<file path="src/rtl/instr_fetch_unit_if.sv">
// Fetch-unit bus bundle: instruction-memory request/ack side, branch redirect
// side and the decoded-instruction valid/ready side.
interface instr_fetch_unit_if #(
  parameter int unsigned PC_W    = 16,
  parameter int unsigned INSTR_W = 24
);
  logic               MemReq;
  logic [PC_W-1:0]    MemAddr;
  logic               MemAck;
  logic [INSTR_W-1:0] MemData;
  logic               Redirect;
  logic [PC_W-1:0]    RedirectPC;
  logic               InstrValid;
  logic               InstrReady;
  logic [INSTR_W-1:0] Instr;
  logic [PC_W-1:0]    InstrPC;
  logic [3:0]         Opcode;

  // Fetch unit side
  modport master (
    output MemReq, MemAddr, InstrValid, Instr, InstrPC, Opcode,
    input  MemAck, MemData, Redirect, RedirectPC, InstrReady
  );

  // Memory / branch unit / decode side
  modport slave (
    input  MemReq, MemAddr, InstrValid, Instr, InstrPC, Opcode,
    output MemAck, MemData, Redirect, RedirectPC, InstrReady
  );
endinterface

</file>
<file path="src/rtl/instr_fetch_unit.sv">
// Instruction fetch front end: fetch PC, one-outstanding memory request,
// shift-register instruction FIFO (entry 0 is the head) and branch flush.
// Optional feature macro: HALT_DETECT_EN (stop fetching after opcode 4'hF).
module instr_fetch_unit #(
  parameter int unsigned     PC_W     = 16,
  parameter int unsigned     INSTR_W  = 24,
  parameter int unsigned     DEPTH    = 2,
  parameter logic [PC_W-1:0] RESET_PC = '0
) (
  input logic               Clock,
  input logic               Reset,
  instr_fetch_unit_if.master bus
);

  localparam int unsigned          CNT_W = $clog2(DEPTH + 1);
  localparam int unsigned          OP_W  = 4;
  localparam logic [CNT_W-1:0]     FULL  = CNT_W'(DEPTH);

`ifdef HALT_DETECT_EN
  typedef enum logic [1:0] {FETCH = 2'd0, DISCARD = 2'd1, HALTED = 2'd2} state_t;
`else
  typedef enum logic [1:0] {FETCH = 2'd0, DISCARD = 2'd1} state_t;
`endif

  state_t             state_q, state_d;
  logic [PC_W-1:0]    fetch_pc_q, fetch_pc_d;
  logic [PC_W-1:0]    pending_pc_q, pending_pc_d;
  logic [CNT_W-1:0]   count_q, count_d;
  logic               mem_req_q, mem_req_d;
  logic               valid_q, valid_d;
  logic [PC_W-1:0]    pc_mem    [DEPTH];
  logic [INSTR_W-1:0] instr_mem [DEPTH];

  logic               accept;
  logic               push;
  logic               pop;
  logic               flush;
  logic [CNT_W-1:0]   wr_idx;

  // Next-state, FIFO control and next request/valid flags
  always_comb begin
    state_d      = state_q;
    fetch_pc_d   = fetch_pc_q;
    pending_pc_d = pending_pc_q;
    push         = 1'b0;
    flush        = 1'b0;
    accept       = mem_req_q & bus.MemAck;
    pop          = valid_q & bus.InstrReady;
    count_d      = count_q;
    wr_idx       = '0;
    mem_req_d    = 1'b0;
    valid_d      = 1'b0;

    case (state_q)
      FETCH: begin
        if (bus.Redirect) begin
          flush = 1'b1;
          if (!mem_req_q || bus.MemAck) begin
            fetch_pc_d = bus.RedirectPC;
          end else begin
            // Request already on the bus must complete; its data is dropped
            pending_pc_d = bus.RedirectPC;
            state_d      = DISCARD;
          end
        end else if (accept) begin
          push       = 1'b1;
          fetch_pc_d = fetch_pc_q + PC_W'(1);
`ifdef HALT_DETECT_EN
          if (bus.MemData[INSTR_W-1 -: OP_W] == {OP_W{1'b1}}) begin
            state_d = HALTED;
          end
`endif
        end
      end
      DISCARD: begin
        if (bus.Redirect) begin
          flush = 1'b1;
        end
        if (bus.MemAck) begin
          fetch_pc_d = bus.Redirect ? bus.RedirectPC : pending_pc_q;
          state_d    = FETCH;
        end else if (bus.Redirect) begin
          pending_pc_d = bus.RedirectPC;
        end
      end
`ifdef HALT_DETECT_EN
      HALTED: begin
        if (bus.Redirect) begin
          flush      = 1'b1;
          fetch_pc_d = bus.RedirectPC;
          state_d    = FETCH;
        end
      end
`endif
      default: ;
    endcase

    if (flush) begin
      pop     = 1'b0;
      count_d = '0;
    end else begin
      count_d = count_q + CNT_W'(push) - CNT_W'(pop);
    end
    wr_idx    = count_q - CNT_W'(pop);
    mem_req_d = (state_d == DISCARD) || ((state_d == FETCH) && (count_d < FULL));
    valid_d   = (count_d != '0);
  end

  // Control state registers
  always_ff @(posedge Clock or posedge Reset) begin
    if (Reset) begin
      state_q      <= FETCH;
      fetch_pc_q   <= RESET_PC;
      pending_pc_q <= '0;
      count_q      <= '0;
      mem_req_q    <= 1'b0;
      valid_q      <= 1'b0;
    end else begin
      state_q      <= state_d;
      fetch_pc_q   <= fetch_pc_d;
      pending_pc_q <= pending_pc_d;
      count_q      <= count_d;
      mem_req_q    <= mem_req_d;
      valid_q      <= valid_d;
    end
  end

  // FIFO storage: shift toward entry 0 on pop, write behind the last live entry
  always_ff @(posedge Clock or posedge Reset) begin
    if (Reset) begin
      for (int i = 0; i < DEPTH; i++) begin
        pc_mem[i]    <= '0;
        instr_mem[i] <= '0;
      end
    end else if (!flush) begin
      if (pop) begin
        for (int i = 0; i < DEPTH - 1; i++) begin
          pc_mem[i]    <= pc_mem[i+1];
          instr_mem[i] <= instr_mem[i+1];
        end
      end
      if (push) begin
        for (int i = 0; i < DEPTH; i++) begin
          if (CNT_W'(i) == wr_idx) begin
            pc_mem[i]    <= fetch_pc_q;
            instr_mem[i] <= bus.MemData;
          end
        end
      end
    end
  end

  assign bus.MemReq     = mem_req_q;
  assign bus.MemAddr    = fetch_pc_q;
  assign bus.InstrValid = valid_q;
  assign bus.Instr      = instr_mem[0];
  assign bus.InstrPC    = pc_mem[0];
  assign bus.Opcode     = instr_mem[0][INSTR_W-1 -: OP_W];

endmodule

</file>
<file path="src/flat_wrapper.sv">
// flat-port wrapper written by rule: the top's interface ports become plain ports
module instr_fetch_unit_flat 
#(
  parameter int unsigned     PC_W     = 16,
  parameter int unsigned     INSTR_W  = 24,
  parameter int unsigned     DEPTH    = 2,
  parameter logic [PC_W-1:0] RESET_PC = '0
)
  (Clock, Reset, bus_MemReq, bus_MemAddr, bus_InstrValid, bus_Instr, bus_InstrPC, bus_Opcode, bus_MemAck, bus_MemData, bus_Redirect, bus_RedirectPC, bus_InstrReady);
  instr_fetch_unit_if #(.PC_W(PC_W), .INSTR_W(INSTR_W)) bus_i ();
  input logic Clock;
  input logic Reset;
  output wire logic [$bits(bus_i.MemReq)-1:0] bus_MemReq;
  output wire logic [$bits(bus_i.MemAddr)-1:0] bus_MemAddr;
  output wire logic [$bits(bus_i.InstrValid)-1:0] bus_InstrValid;
  output wire logic [$bits(bus_i.Instr)-1:0] bus_Instr;
  output wire logic [$bits(bus_i.InstrPC)-1:0] bus_InstrPC;
  output wire logic [$bits(bus_i.Opcode)-1:0] bus_Opcode;
  input wire logic [$bits(bus_i.MemAck)-1:0] bus_MemAck;
  input wire logic [$bits(bus_i.MemData)-1:0] bus_MemData;
  input wire logic [$bits(bus_i.Redirect)-1:0] bus_Redirect;
  input wire logic [$bits(bus_i.RedirectPC)-1:0] bus_RedirectPC;
  input wire logic [$bits(bus_i.InstrReady)-1:0] bus_InstrReady;
  assign bus_MemReq = bus_i.MemReq;
  assign bus_MemAddr = bus_i.MemAddr;
  assign bus_InstrValid = bus_i.InstrValid;
  assign bus_Instr = bus_i.Instr;
  assign bus_InstrPC = bus_i.InstrPC;
  assign bus_Opcode = bus_i.Opcode;
  assign bus_i.MemAck = bus_MemAck;
  assign bus_i.MemData = bus_MemData;
  assign bus_i.Redirect = bus_Redirect;
  assign bus_i.RedirectPC = bus_RedirectPC;
  assign bus_i.InstrReady = bus_InstrReady;
  instr_fetch_unit #(.PC_W(PC_W), .INSTR_W(INSTR_W), .DEPTH(DEPTH), .RESET_PC(RESET_PC)) u_core (.Clock(Clock), .Reset(Reset), .bus(bus_i));
endmodule
</file>
<file path="config.mk">
export PLATFORM = sky130hd
export DESIGN_NAME = instr_fetch_unit_flat
export DESIGN_NICKNAME = d
export VERILOG_FILES = /design/src/rtl/instr_fetch_unit_if.sv /design/src/rtl/instr_fetch_unit.sv /design/src/flat_wrapper.sv
export SDC_FILE = /design/constraint.sdc
export NUM_CORES = 1
export LEC_CHECK = 0
export CORE_AREA = 2 2 161 84
export CTS_BUF_LIST = sky130_fd_sc_hd__clkbuf_4
export CTS_CLUSTER_SIZE = 10
export DETAILED_ROUTE_END_ITERATION = 16
export DIE_AREA = 0 0 163 86
export PLACE_DENSITY = 0.75
export SLEW_MARGIN = 15
export SYNTH_ARGS = -nofsm -noshare
export SYNTH_HDL_FRONTEND = slang
export SYNTH_SLANG_ARGS = --single-unit
</file>
<file path="constraint.sdc">
create_clock -name Clock -period 4.2 [get_ports Clock]
set_input_delay 0.84 -clock Clock [delete_from_list [all_inputs] [get_ports Clock]]
set_output_delay 0.84 -clock Clock [all_outputs]
set_load 0.02 [all_outputs]
</file>
# Yosys cells after proc, flatten, opt, wreduce, memory -nomap -nowiden
# Index checks and enable logic that the tools add are counted.
[word_totals]
reg_bits = 118
in_bits = 45
[classes]
add_sub_neg = 4
order_cmp = 1
eq_ne = 9
n_mux = 29
bitwise = 3
reduce_logical = 13
[ops]
columns = ["cell", "n"]
rows = [
  ["two-way mux 16 bit", 11],
  ["two-way mux 24 bit", 3],
  ["one-hot mux 16 bit (2 select lines)", 2],
  ["two-way mux 48 bit", 1],
  ["two-way mux 32 bit", 1],
  ["adder 16 x 1 -> 16 bit (second input constant)", 1],
  ["two-way mux 2 bit", 4],
  ["!= test 2 bit (second input constant)", 4],
  ["AND reduction 4 bit", 2],
  ["logical NOT 2 bit", 3],
  ["two-way mux 1 bit", 6],
  ["!= test 3 x 2 -> 1 bit (second input constant)", 2],
  ["equality test 2 x 1 -> 1 bit (second input constant)", 2],
  ["one-hot mux 2 bit (2 select lines)", 1],
  ["nonzero test 2 bit", 2],
  ["subtractor 2 x 1 -> 2 bit", 2],
  ["AND reduction 3 bit", 1],
  ["adder 2 x 1 -> 2 bit", 1],
  ["AND 1 bit", 2],
  ["equality test 1 x 2 -> 1 bit (first input constant)", 1],
  ["logical OR 1 bit", 2],
  ["less-than comparator 2 bit (second input constant)", 1],
  ["OR reduction 2 bit", 1],
  ["logical AND 1 bit", 1],
  ["other kinds (2)", 2],
]

# Longest topological paths before layout
[depth]
word_depth = 10
mapped_depth = 11

# Worst setup path after synthesis
# No wires, ideal clock.
[synth_timing]
path_kind = "input-to-reg"
startpoint = "in bus_Redirect"
endpoint = "reg u_core.instr_mem[23] (netlist bit)"
setup_ps = 125
arrival_ps = 2727
required_time_ps = 4075
slack_ps = 1348
cell_stages = 11
n_path_buf = 5
path_cell_list = "buf_2 > nand2b_1 > and2_1 > clkbuf_1 > buf_2 > ha_1 > nor2_1 > and3_1 > buf_2 > buf_4 > mux2_2"
[synth_via]
elab_chain_cells = 6
elab_cells_between_ends = 9
classes_between = "add/sub: 1; eq/ne: 1; mux: 5; bitwise: 1; reduce/logical: 1"
[synth_lines]
columns = ["element", "line_no", "text"]
rows = [
  ["from (decl)", "flat_wrapper.sv:21", "input wire logic [$bits(bus_i.Redirect)-1:0] bus_Redirect;"],
  ["two-way mux 1 bit", "instr_fetch_unit.sv:56, instr_fetch_unit.sv:76", ""],
  ["two-way mux 1 bit", "--", ""],
  ["two-way mux 1 bit", "instr_fetch_unit.sv:98", "if (flush) begin"],
  ["subtractor 2 x 1 -> 2 bit", "instr_fetch_unit.sv:104", "wr_idx = count_q - CNT_W'(pop);"],
  ["equality test 1 x 2 -> 1 bit", "instr_fetch_unit.sv:144", "if (CNT_W'(i) == wr_idx) begin"],
  ["AND reduction 3 bit (no line) (*)", "--", ""],
  ["to (signal, indexed assignment)", "instr_fetch_unit.sv:139", "instr_mem[i] <= instr_mem[i+1];"],
  ["to (signal, indexed assignment)", "instr_fetch_unit.sv:146", "instr_mem[i] <= bus.MemData;"],
  ["to (decl)", "instr_fetch_unit.sv:32", "logic [INSTR_W-1:0] instr_mem [DEPTH];"],
]
# Mark *: on every way between the ends. The rest lies on a longest branch, timed or not.
# A chain may end at the register's enable or synchronous reset.

# Final worst setup path
[layout_timing]
startpoint = "in bus_Redirect"
endpoint = "reg u_core.instr_mem[19] (netlist bit)"
# Same word-level chain as after synthesis.

==> out/qor.txt <==
Number of synthesized flops with an enable pin: 0
IO Count: 107
Worst path cell trace: clkdlybuf4s50_1, nand2b_1, and2_2, ha_1, xnor2_1, and3_2, buf_12, mux2_2
Detailed Route WL: 12.0 mm
Worst slew pin tran: 991 ps
Max clock buf depth: 2
Clock transition at path regs: 100 ps
Share of layout cells above drive strength 1: 0.166
Final worst slack: 1430 ps
Post-DR vias/cell: 5.33
Grt total ovfl: 0
CP endpoint kind: flop
CP max FO: 21
Cell taking the most area after synthesis: dfrtp_1
Synthesis-to-finish area growth: 20.3%
Slowest CP cell: and3_2
Power Dens Cells: 665 nW/um^2
First-pass GRT wire length: 19.7 mm
Port buffer count: 106
Synth Warn #: 0
Full die area: 14000 um^2
Dominant synthesized flop cell: dfrtp_1
Hold Path Class: reg2reg
Crit share post-route: 0.659
Gr usage total: 0.181
Number of global-route vias before repair: 3892
Unrepaired setup endpoints after global routing: no
Fraction of registers with async set/reset: 1.00
Synth cell types: 47
Clock Sinks: 118
Design Area, Final: 7030 um^2
Synth Instances: 534
Pleak: 2.92 nW
Wire per inst: 15.7 um
Critical setup path kind: in2reg
Final slew viol count: 0
Max VDD drop: 0.000233 V
Fmax: 361 MHz
Via count: 4090
Dpl hpwl: 7.96 mm
Fin util: 0.562
Final hold violations: 0
Setup WS pre-CTS: 878 ps
Site Rows: 29
Status: finished, final reports clean
Final setup fails: 0
Synthesized area: 5840 um^2
Peak per-stage delay on the critical path: 590 ps
FF+latch count, synth: 118
Setup TNS: 0 ps
Synthesized area per cell: 10.9 um^2
Post-route ant nets: 0
Fillers: 1063
CTS tree: done
Total power draw: 4.67 mW
DRC Markers: 0
Fin nets: 634
Slew headroom: 0.338
Initial antenna violation count: 0
Top area cells in the synthesized netlist: dfrtp_1, mux2_2, mux2i_1
Post-CTS Setup Bufs: 0
Worst-Skew Late Latency: 530 ps
Initial Util: 0.467
Post-synth top area share: 0.505
Req. time, crit path: 4600 ps
Mapped Nets: 583
# resized after CTS: 0
Hold_buf cts: 0
Placement Cell Area: 6700 um^2
Die Width: 163 um
Core area: 12500 um^2
Routability cong.: 0.803
Sequential share of the synthesized area: 0.505
1st-iter DRT viols: 278
Fin crit period: 2770 ps
Largest net degree at the start of global routing: 81
CTS root buffer: clkbuf_4
Htree depth: 4
Clock skew: 14.5 ps
WP data arrival: 3170 ps
MaxCap Viol Count: 0
CTS Buf Count: 17
Die height: 86 um
N_diodes: 0
Pre-antenna DRT Iters: 5
Startpoint Class: input pin
==> critical path, delay by kind of cell <==
kind                     cells  cell delay [ps]
adder cells (fa/ha/maj)      1              190
multiplexers                 1              350
XOR/XNOR                     1              190
AND/OR/NAND/NOR              3              870
buffers and inverters        2              720
==> path summary, 6_finish.rpt <==
| path | from | to | slack [ps] | cells after the start |
|---|---|---|---|---|
| max | bus_Redirect | u_core.instr_mem[19] | 1430 | 8 |
| min in group asynchronous | Reset | u_core.bus.Instr[21] | 880 | 2 |
| max in group asynchronous | Reset | u_core.pending_pc_q[9] | 2530 | 3 |
| max reg2reg | u_core.state_q[1] | u_core.instr_mem[19] | 1670 | 7 |
| min | u_core.instr_mem[15] | u_core.instr_mem[15] | 500 | 1 |
| min reg2reg | u_core.instr_mem[15] | u_core.instr_mem[15] | 500 | 1 |
==> state kept, by name, indices dropped and copies added (netlist names) <==
register,count
u_core.instr_mem,24
u_core.bus.InstrValid,1
u_core.pending_pc_q,16
u_core.bus.MemAddr,16
u_core.state_q,2
u_core.bus.Instr,24
u_core.bus.InstrPC,16
u_core.pc_mem,16
u_core.bus.MemReq,1
u_core.count_q,2
==> power by group <==
part,total (mW),switching (mW),internal [mW]
clock,0.959,0.434,0.525
combinational,1.78,0.852,0.928
sequential,1.94,0.351,1.58
total,4.67,1.64,3.04
==> per-layer routing <==
layer	up-vias	global-route usage	part of all wire
met5	-	0	0
met1	1999	0.242	0.47
li1	1960	-	-
met4	0	0.0700	0.015
met3	19	0.0440	0.045
met2	112	0.289	0.47
==> Yosys cell counts, types with 2 or more instances <==
library cell / count
or3_1: 2
buf_1: 2
ha_1: 4
a2bb2oi_1: 2
or2_2: 3
buf_4: 48
dfrtp_1: 118
nor4_1: 4
xnor2_1: 3
nor2b_1: 2
clkbuf_1: 16
a21oi_1: 60
o21ai_0: 15
nand4_1: 5
and2_1: 5
buf_2: 14
nand2b_1: 5
mux2_1: 5
mux2i_1: 43
nor3_1: 5
nor2_1: 54
mux2_2: 53
xor2_1: 3
o2bb2ai_1: 6
a31oi_1: 3
o211ai_1: 2
o22a_1: 2
nand2_1: 14
nand3_1: 6
nor3b_1: 3
a221o_1: 3
and3_1: 4
a21o_1: 2
inv_1: 5
==> cell usage in the layout (no fill, tap or decap), types with 6 or more instances in the layout <==
cell	netlist	routed
mux2_2	53	53
o2bb2ai_1	6	6
dfrtp_1	118	118
nand2_1	14	14
mux2i_1	43	43
nor2_1	54	54
nand3_1	6	6
clkdlybuf4s50_1	0	106
o21ai_0	15	15
clkbuf_4	0	17
a21oi_1	60	60
==> area by class of cell <==
cell class                      count  area (um^2)  area share
Multi-Input combinational cell    331         2380       0.338
Timing Repair Buffer              112         1130       0.161
Tap cell                          170          213      0.0302
Sequential cell                   118         2950       0.420
Clock buffer                       17          128      0.0181
Inverter                            5         21.3     0.00302
Clock inverter                     15          210      0.0299
==> through the flow <==
step / hold slack, ps / cells
2_1_floorplan: 458 / 534
4_1_cts: 502 / 768
3_3_place_gp: 467 / 736
6_report: 499 / 768
5_1_grt: 516 / 768
3_5_place_dp: 476 / 736
==> cells by family (layout without fill, tap and decap cells) <==
logic type / after synthesis / count (layout) / share of synthesized area
AOI/OAI and AO/OA: 105 / 105 / 0.109
xor gates and xnor gates: 6 / 6 / 0.00899
adders and majority gates: 4 / 4 / 0.00856
buffers and inverters: 85 / 149 / 0.0884
DFF: 118 / 118 / 0.505
muxes: 101 / 101 / 0.185
and+or+nand+nor: 115 / 115 / 0.0942
Power figures use the tool's default switching activity.
